### config.mk
export PLATFORM = sky130hd
export DESIGN_NAME = rbcp_reg_slave
export DESIGN_NICKNAME = d
export VERILOG_FILES = /design/src/rtl/rbcp_reg_slave.sv
export SDC_FILE = /design/constraint.sdc
export NUM_CORES = 1
export LEC_CHECK = 0
export CORE_MARGIN = 2
export CORE_UTILIZATION = 45
export CTS_CLUSTER_DIAMETER = 60
export DETAILED_ROUTE_END_ITERATION = 16
export GPL_TIMING_DRIVEN = 0
export PLACE_DENSITY = 0.69
export SLEW_MARGIN = 20
export SYNTH_ARGS = -nofsm -noshare
export SYNTH_HDL_FRONTEND = slang
export SYNTH_SLANG_ARGS = --single-unit
### constraint.sdc
create_clock -name CLK -period 2.4 [get_ports CLK]
set_input_delay 0.36 -clock CLK [delete_from_list [all_inputs] [get_ports CLK]]
set_output_delay 0.36 -clock CLK [all_outputs]
set_load 0.03 [all_outputs]
### src/rtl/rbcp_reg_slave.sv
// RBCP register slave: 16-byte window with control word, status, soft-reset pulse,
// saturating event counter with read snapshot, and a device ID byte.
module rbcp_reg_slave #(
   parameter logic [31:0] BASE_ADDR    = 32'h0000_0000,
   parameter logic [7:0]  SOFT_RST_LEN = 8'd16,
   parameter logic [7:0]  DEVICE_ID    = 8'hA5
) (
   input  logic        CLK,
   input  logic        SYS_RSTn,
   input  logic [31:0] RBCP_ADDR,
   input  logic [7:0]  RBCP_WD,
   input  logic        RBCP_WE,
   input  logic        RBCP_RE,
   output logic        RBCP_ACK,
   output logic [7:0]  RBCP_RD,
   input  logic [7:0]  STATUS_IN,
   input  logic        EVT_IN,
   output logic [31:0] CTRL_OUT,
   output logic        SOFT_RESET
);

   typedef enum logic {IDLE, ACK} state_t;

   state_t      state;
   logic [7:0]  sr_cnt;
   logic [31:0] evt_cnt;
   logic [31:0] snap;
   logic [3:0]  offset;
   logic        hit;
   logic        accept;
   logic        wr;
   logic        rd;
   logic        evt_clr;
   logic        sr_start;
   logic [7:0]  read_byte;

   function automatic logic [31:0] sat_inc(input logic [31:0] v);
      return (v == 32'hFFFF_FFFF) ? v : v + 32'd1;
   endfunction

   assign offset   = RBCP_ADDR[3:0];
   assign hit      = (RBCP_ADDR[31:4] == BASE_ADDR[31:4]);
   // Strobes during the ACK cycle are dropped; WE wins over RE when both are high.
   assign accept   = (state == IDLE) && hit && (RBCP_WE || RBCP_RE);
   assign wr       = accept && RBCP_WE;
   assign rd       = accept && !RBCP_WE;
   assign evt_clr  = wr && (offset == 4'h5) && RBCP_WD[1];
   assign sr_start = wr && (offset == 4'h5) && RBCP_WD[0];

   assign SOFT_RESET = (sr_cnt != 8'd0);

   // Offset 0x8 returns the live counter MSB because the snapshot is loaded on this same edge.
   always_comb begin
      read_byte = 8'h00;
      case (offset)
         4'h0:    read_byte = CTRL_OUT[31:24];
         4'h1:    read_byte = CTRL_OUT[23:16];
         4'h2:    read_byte = CTRL_OUT[15:8];
         4'h3:    read_byte = CTRL_OUT[7:0];
         4'h4:    read_byte = STATUS_IN;
         4'h5:    read_byte = {7'b0, SOFT_RESET};
         4'h8:    read_byte = evt_cnt[31:24];
         4'h9:    read_byte = snap[23:16];
         4'hA:    read_byte = snap[15:8];
         4'hB:    read_byte = snap[7:0];
         4'hF:    read_byte = DEVICE_ID;
         default: read_byte = 8'h00;
      endcase
   end

   always_ff @(posedge CLK) begin
      if (!SYS_RSTn) begin
         state    <= IDLE;
         RBCP_ACK <= 1'b0;
         RBCP_RD  <= 8'h00;
         CTRL_OUT <= 32'h0;
         sr_cnt   <= 8'd0;
         evt_cnt  <= 32'h0;
         snap     <= 32'h0;
      end else begin
         state    <= accept ? ACK : IDLE;
         RBCP_ACK <= accept;
         RBCP_RD  <= rd ? read_byte : 8'h00;

         if (wr) begin
            case (offset)
               4'h0:    CTRL_OUT[31:24] <= RBCP_WD;
               4'h1:    CTRL_OUT[23:16] <= RBCP_WD;
               4'h2:    CTRL_OUT[15:8]  <= RBCP_WD;
               4'h3:    CTRL_OUT[7:0]   <= RBCP_WD;
               default: ;
            endcase
         end

         if (rd && (offset == 4'h8))
            snap <= evt_cnt;

         if (evt_clr)
            evt_cnt <= 32'h0;
         else if (EVT_IN)
            evt_cnt <= sat_inc(evt_cnt);

         // Loading the full length on a retrigger restarts the pulse from the new ACK cycle.
         if (sr_start)
            sr_cnt <= SOFT_RST_LEN;
         else if (sr_cnt != 8'd0)
            sr_cnt <= sr_cnt - 8'd1;
      end
   end

endmodule

==> qor.yml, run 1 <==
status:
  status: "finished, final reports clean"
global_routing:
  grt_pass1_vias: 4463
  grt_pass1_wl_um: 24000
  grt-ovfl-total: 0
  antenna_found_initial: 0
  grtUsageTotal_pct: 24.4
  grt_max_degree: 16
sta:
  slew_violations: 0
  setup_tns_ns: 0
  worst_pin_slew_ns: 0.677
  setup_ws_ns: 0.124
  rsz0062_at_grt: "false"
  hold_violations: 0
  period_needed_ns: 2.28
  max_freq_ghz: 0.439
  setup_violations: 0
  slew_headroom_pct: 54.2
  finClkSkew_ns: 0.00674
  period_share_pct: 94.8
yosys:
  syn-num-nets: 616
  synth-edff-count: 0
  ys_async_sr_fraction_pct: 0
  synth-seq-area-share_pct: 40.2
  yosys_register_bits: 105
  synth_top_cells_by_count: "105 x dfxtp_1, 94 x nor2_1, 65 x mux2i_1, 27 x a21oi_1, 20 x nand2_1"
  synth.most_common_cell: "dfxtp_1"
  yosysUniqueCellTypes: 59
  synth_top_cell_by_area: "dfxtp_1"
  syn_area_mm2: 0.00523
  netlist_instances: 560
  synth_flop_cell: "dfxtp_1"
  synth_top_cell_area_share_pct: 40.2
  syn_area_per_cell_um2: 9.33
  yosys_warnings: 0
  synth.area.top_cells: "dfxtp_1 40%, mux2i_1 12%, nor2_1 6.8%, a21oi_1 2.6%, xnor2_1 2.5%"
clock_tree:
  clk_latency_ns: 0.36
  clk_pin_slew_ns: 0.07
  cts_root_buf: "clkbuf_16"
  cts_tree: "done"
  clock_sinks: 105
  cts_inserted_buffers: 9
  clock_path_buffers: 2
  hold_buffers: 0
  ctsHtreeMaxLevel: 3
power_and_ir_drop:
  swShare_pct: 25.7
  peakVddDrop_v: 0.000632
  p_seq_share_pct: 47.0
  switchingPower_mw: 1.02
  pwr-share-clk_pct: 37.4
  p_int_mw: 2.94
  combPwrFrac_pct: 15.6
  leakagePower_nw: 2.46
  powerDensity_mw_per_mm2: 595
layout:
  num_antenna_cells: 0
  stdcell_count: 813
  fin_area_mm2: 0.00666
  finalNetCount: 721
  drive_gt1_share_pct: 8.81
  fin_util_pct: 58.5
  synthToLayoutAreaGrowth_pct: 27.4
detailed_routing:
  viasPerCell: 5.67
  drt_iter0_markers: 270
  wl_per_cell_um: 18.4
  drt_wl_total_um: 15000
  drcViolationCount: 0
  ant_nets: 0
  first_pass_iters: 4
  num_vias: 4607
worst_hold_path:
  min_path_type: "in2reg"
floorplanning:
  boundaryPins: 95
  initial_core_util_pct: 46.0
  die_w_um: 112
  die-area_mm2: 0.0125
  die_h_um: 112
  rows: 39
  core-area_mm2: 0.0114
place:
  postPlaceCellArea_mm2: 0.00631
  numPortBuffers: 91
  pre_cts_ws_ns: -0.369
  dp_hpwl_um: 11400
  place_inst: 794
  place.gp.congestion: 0.955
setup_path:
  critPathMaxFanout: 7
  critical_path.cell_chain: "or3_1 > or4_1 > buf_2 > buf_2"
  path_class: "reg2out"
  worst_setup_path_start_kind: "register"
  crit_required_ns: 2.04
  worstSetupEndpointType: "primary output"
  critical_path_arrival_ns: 1.92
  critPathMaxStageDelay_ns: 0.46
  cp_slowest_cell: "or4_1"
  crit_top_cell: "buf_2"
run:
  max_cap_violations: 0
## metrics by stage
stage	hold slack, ns	total power [mW]
after floorplan	0.452	2.30
after global placement	0.469	2.51
after detailed placement	0.483	2.53
after CTS	0.337	3.99
after global routing	0.377	4.12
final	0.344	3.96
## cells by family after synthesis
family,synth area share [%]
AO/OA/AOI/OAI,11.0
adder cells (fa/ha/maj),0.718
flip-flops,40.2
multiplexers,15.5
AND/OR/NAND/NOR,24.8
XOR/XNOR,3.69
buffers and inverters,4.12
## final timing paths
check	slack, ns	end	cells after the start	from
min reg2reg	0.50	snap[15]	2	snap[15]
min	0.34	sr_cnt[4]	3	RBCP_WE
max reg2reg	0.20	evt_cnt[13]	7	evt_cnt[1]
max	0.12	SOFT_RESET	4	sr_cnt[3]
## what timing repair did
| item | 4_1_cts | 5_1_grt |
|---|---|---|
| setup endpoints to repair | 3 | 25 |
| gates cloned | 0 | 0 |
| setup buffers | 0 | 4 |
| pin swaps | 0 | 2 |
| gates resized for setup | 5 | 4 |
## sequential cells by signal, summed over array words and instances, names as in the netlist
register and cells:
RBCP_RD 8, snap 24, sr_cnt 8, evt_cnt 32, CTRL_OUT 32, RBCP_ACK 1
## cells in the final DEF, fill, tap and decap left out, types with 4 or more instances in the layout
master	n
a211oi_1	5
nand2_1	20
mux4_2	5
nor3_1	12
dfxtp_1	105
nor4_4	6
nand4_1	14
clkdlybuf4s50_1	90
and4_1	13
xor2_1	7
nand3_1	12
clkbuf_16	9
clkbuf_1	18
or3_1	6
inv_1	6
o21ai_0	19
nor2_1	93
nor4_1	5
buf_2	12
o31ai_1	5
mux2i_1	65
nor2b_1	6
a21oi_1	27
and3_1	10
xnor2_1	15
or4_1	9
a31oi_1	9
mux2_2	4
## power groups by stage
| stage | clock [mW] | sequential [mW] | combinational, mW |
|---|---|---|---|
| 3_3_place_gp | 0 | 1.90 | 0.613 |
| 5_1_grt | 1.57 | 1.87 | 0.688 |
| 4_1_cts | 1.50 | 1.86 | 0.629 |
| 6_report | 1.48 | 1.86 | 0.617 |
| 3_5_place_dp | 0 | 1.90 | 0.628 |
| 2_1_floorplan | 0 | 1.88 | 0.418 |
## per-layer routing
metal	up-vias	GRT usage (%)	wire length [um]
met4	0	5.84	171
met2	117	39.6	7240
met1	2220	33.3	6950
met3	13	5.28	609
met5	-	0	0
li1	2257	-	-
## cell type report
cell class	instances	area (um2)
buffer	35	193
clock buffer	14	254
clock inverter	2	37.5
fill	1017	4710
inverter	6	22.5
multi-input combinational	413	2920
sequential	105	2100
tap	143	179
timing repair buffer	95	948
## critical path: cells and delay by family (launching register included)
kind,cells,cell delay (ns)
buffers and inverters,2,0.35
AND/OR/NAND/NOR,2,0.85
flip-flops,1,0.35
Note: power is estimated with default switching activity, not from simulation.
==> inputs of run 2 (changes only) <==
--- a/config.mk
+++ b/config.mk
@@ -6,4 +6,5 @@
 export NUM_CORES = 1
 export LEC_CHECK = 0
+export CAP_MARGIN = 10
 export CORE_MARGIN = 2
 export CORE_UTILIZATION = 45
==> constraint.sdc (replaced) <==
create_clock -name CLK -period 2.1 [get_ports CLK]
set_input_delay 0.525 -clock CLK [delete_from_list [all_inputs] [get_ports CLK]]
set_output_delay 0.525 -clock CLK [all_outputs]
set_load 0.03 [all_outputs]
==> qor.yml, run 2 (synthesis results as in run 1) <==
setup_path:
  path_class: "reg2out"
  critical_path.cell_chain: "or3_4 > or4_4 > buf_6"
  critPathMaxStageDelay_ns: 0.43
  reg2reg_to: "evt_cnt[29]"
  cp_slowest_cell: "or4_4"
  critPathMaxFanout: 2
  worst_setup_path_start_kind: "register"
  r2r_slack_ns: 0.08
  worstRegToRegCells: 7
  worstSetupEndpointType: "primary output"
  critical_path_arrival_ns: 1.64
  crit_required_ns: 1.57
  timing.rr.start: "evt_cnt[9]"
  worstSetupStartpoint: "sr_cnt[5]"
power_and_ir_drop:
  total_power_mw: 4.63
  leakagePower_nw: 2.81
  powerDensity_mw_per_mm2: 650
  peakVddDrop_v: 0.000812
clock_tree:
  cts_root_buf: "clkbuf_16"
  ctsHtreeMaxLevel: 3
  cts_tree: "done"
  cts_inserted_buffers: 9
  clock_path_buffers: 2
  clock_sinks: 105
  clk_pin_slew_ns: 0.07
  hold_buffers: 0
  clk_latency_ns: 0.36
place:
  numPortBuffers: 91
  dp_hpwl_um: 11400
  postPlaceCellArea_mm2: 0.00631
  place_inst: 794
  place.gp.congestion: 0.955
  pre_cts_ws_ns: -0.834
sta:
  hold_violations: 0
  max_freq_ghz: 0.462
  setup_violations: 1
  worst_pin_slew_ns: 0.583
  period_share_pct: 103
  rsz0062_at_grt: "true"
  slew_headroom_pct: 61.1
  period_needed_ns: 2.17
  slew_violations: 0
  setup_ws_ns: -0.0653
  finClkSkew_ns: 0.00528
  setup_tns_ns: -0.0653
  hold_ws_ns: 0.497
floorplanning:
  die_h_um: 112
  rows: 39
  initial_core_util_pct: 46.0
  core-area_mm2: 0.0114
  die-area_mm2: 0.0125
  boundaryPins: 95
  die_w_um: 112
global_routing:
  grt-ovfl-total: 0
  antenna_found_initial: 0
  grt.busiest_layer: "met2"
  grt_max_degree: 16
  use_met3_pct: 5.88
  grtUsageMet1_pct: 34.3
  grtUsageTotal_pct: 25.6
  grt_pass1_vias: 4719
  grt_pass1_wl_um: 25200
  gr-usage-met2_pct: 41.8
status:
  violations: "negative setup slack"
  status: "finished, violations left"
layout:
  drive_gt1_share_pct: 17.0
  fin_area_mm2: 0.00713
  top_regs: "CTRL_OUT (32), evt_cnt (32), snap (24)"
  final_common_cell: "dfxtp_1"
  fin_util_pct: 62.7
  num_antenna_cells: 0
  stdcell_count: 839
  finalNetCount: 747
  final_cell_mix: "99 x dfxtp_1, 91 x nor2_1, 63 x mux2i_1"
  synthToLayoutAreaGrowth_pct: 36.4
worst_hold_path:
  min_path_type: "reg2reg"
  holdPathStages: 2
  min_from: "snap[1]"
  hold_path_end: "snap[1]"
run:
  max_cap_violations: 0
detailed_routing:
  drt_iter0_markers: 304
  ant_nets: 0
  drt_wl_total_um: 16000
  drcViolationCount: 0
  first_pass_iters: 5
  num_vias: 4779
  viasPerCell: 5.70
  wl_per_cell_um: 19.1
-- run 2: power by group --
part / internal (mW) / total, mW / leakage (nW) / switching [mW]
logic: 0.406 / 0.809 / 1.82 / 0.403
clock network: 0.960 / 1.69 / 0.137 / 0.732
registers: 2.07 / 2.13 / 0.850 / 0.0639
-- run 2: worst max-delay path by stage --
stage / to / depth (start not counted)
floorplan: snap[10] / 6
detailed placement: snap[10] / 8
global route: SOFT_RESET / 3
finish: SOFT_RESET / 3
global placement: snap[6] / 8
CTS: SOFT_RESET / 4
-- run 2: final cells by class --
type                    instances  area (um2)
fillers                       929        4240
multi-input cells             413        3030
flip-flops and latches        105        2110
repair buffers                121        1220
plain buffers                  35         275
clock buffers                  14         254
well taps                     143         179
clock inverters                 2        37.5
inverters                       6        22.5
-- run 2: worst max-delay path: cells and delay by family (launching register included) --
kind / cells / cell delay [ns]
buf+inv: 1 / 0.15
simple gates: 2 / 0.81
flops: 1 / 0.32
-- run 2: repair_timing --
item                                    4_1_cts  5_1_grt
resized for setup                            80       43
endpoints found under the hold margin         0        0
endpoints found under the setup margin      102       87
buffers inserted                             21        7
pin swaps                                    19       17
cloned                                        1        1
-- run 2: per-layer routing --
metal  vias up  part of all wire (%)
met4         0                   2.2
met5         -                     0
met3        30                   4.6
met1      2307                    45
li1       2306                     -
met2       136                    48
==> RTL change: new RTL, config.mk and constraints of run 1 <==
Make the reset (`SYS_RSTn`) asynchronous in one clocked block.
--- a/src/rtl/rbcp_reg_slave.sv
+++ b/src/rtl/rbcp_reg_slave.sv
@@ -70,3 +70,3 @@
 
-   always_ff @(posedge CLK) begin
+   always_ff @(posedge CLK or negedge SYS_RSTn) begin
       if (!SYS_RSTn) begin
Behaviour: differs if SYS_RSTn is asserted again (counterexample within 4 cycles, from zero or initial values and one cycle with SYS_RSTn low); with SYS_RSTn held inactive, the same outputs for 4 cycles.
==> RTL change against run 1 <==
- critical path depth rose by 4
- utilization rose by 1.5 points
- synthesized area rose by 4.5%
- sequential cell count did not move
- global-route usage rose by 1.1 points
- largest cell class unchanged
- final cell count fell by 5.0%
- non-clock buffer count fell by 2
- routed wire length rose by 6.3%
- power fell by 1.7%
- die area rose by 4.3%
- final area rose by 7.5%
- setup slack got worse by 82 ps
- count of clock-buffer cells in the layout fell by 4
==> RTL change: results (changes against run 1) <==
Status = finished, final reports clean
Post-synthesis compound-gate area fraction = 0.111 (+0.00101)
DP HPWL = 11.6 mm (+2.3%)
Largest net degree at the start of global routing = 57 (+41)
Met2 wire len = 7.81 mm (+7.9%)
Post-synthesis mux area share = 0.157 (+0.00277)
Most frequent cells after synthesis = dfrtp_1, mux2_2, nor2_1, a21oi_1
WL met3 = 954 um (+57%)
Post-synthesis net count = 560 (-9.1%)
P_comb = 349 uW (-43%)
Arrival time worst endpoint = 2590 ps (+670 ps)
M3 GR Usage = 0.0476 (-0.00516)
Lkg Pwr = 0.00310 uW (+26%)
Pint = 2940 uW (-0.13%)
HP Start = snap[0]$_DFFE_PN0P_
Post-DP Area = 6600 um2 (+4.6%)
Vias = 4755 (+3.2%)
Power, Total = 3890 uW (-1.7%)
Max Clock Skew = 6.10 ps (-0.638 ps)
Hold Path Sink = snap[0]$_DFFE_PN0P_
Critical Path Start = RBCP_ADDR[14]
Slowest stage delay, CP = 570 ps (+110 ps)
Hold WS = 508 ps (+164 ps)
First-pass GRT wire length = 25.6 mm (+6.9%)
Gpl congestion = 0.903 (-5.4%)
Cell count after synthesis = 504 (-10%)
Filler cells = 998 (-1.9%)
Layout Cells excl Fill = 772 (-5.0%)
Seq/Total Area, Yosys = 0.481 (+0.0790)
DR pass1 iterations = 5 (+1)
Post-place setup slack = -750 ps (-381 ps)
Critical Path Fanout Max = 3 (-4)
Worst Tran Pin Value = 605 ps (-72.4 ps)
Worst hold path depth = 1 (-2)
Grt met2 use = 0.424 (+0.0283)
Synth area leaders = dfrtp_1, mux2_2, a21oi_1
F_max = 424 MHz (-3.5%)
Wire per inst = 20.6 um (+12%)
Core Util, Final = 0.600 (+0.0151)
Post-Synth Adder-Cell Area = 0.00688 (-0.000308)
Clock group share of total power = 0.420 (+0.046)
Xor and xnor area share after synthesis = 0.0176 (-0.0192)
Final net count = 676 (-6.2%)
Max IR drop VDD = 0.000545 V (-14%)
Share of cells above drive strength 1 = 0.208 (+0.120)
Async S/R FF share, synth = 1.00 (+1.00)
Worst R2R End = evt_cnt[2]$_DFFE_PN0P_
GR Util met1 = 0.340 (+0.00694)
Vias in the first global route = 4677 (+4.8%)
Hold Path Class = reg2reg
Post-CTS setup buffers = 7 (+7)
DRT met1 WL = 6.74 mm (-3.0%)
Post-cts hold buffer count = 1 (+1)
IO Port Bufs = 93 (+2.2%)
Total track usage = 0.254 (+0.0107)
==> RTL change: changes by cell type after synthesis, sizes merged, moves of 6 or more <==
| cell | run 1 | this run |
|---|---|---|
| dfrtp | 0 | 105 |
| dfxtp | 105 | 0 |
| mux2i | 65 | 6 |
| nor2 | 94 | 37 |
| mux2 | 4 | 59 |
| nand3 | 12 | 27 |
| xnor2 | 15 | 3 |
| or3 | 6 | 17 |
| buf | 18 | 10 |
| a21oi | 27 | 33 |
| and3 | 10 | 16 |
| and4 | 13 | 7 |
| nor3 | 12 | 6 |
| nor4 | 13 | 7 |
==> RTL change: worst max-delay path, delay by kind of cell <==
family,cells,cell delay (ps)
buffers and inverters,3,780
muxes,1,350
and+or+nand+nor,4,1100
==> RTL change: area by class of cell <==
cell class / count / share of cell area
plain buffers: 22 / 0.0143
clock buffers: 10 / 0.0334
clock inverters: 6 / 0.0135
inverters: 8 / 0.00455
multi-input cells: 368 / 0.393
flip-flops and latches: 105 / 0.368
well taps: 147 / 0.0257
repair buffers: 106 / 0.148
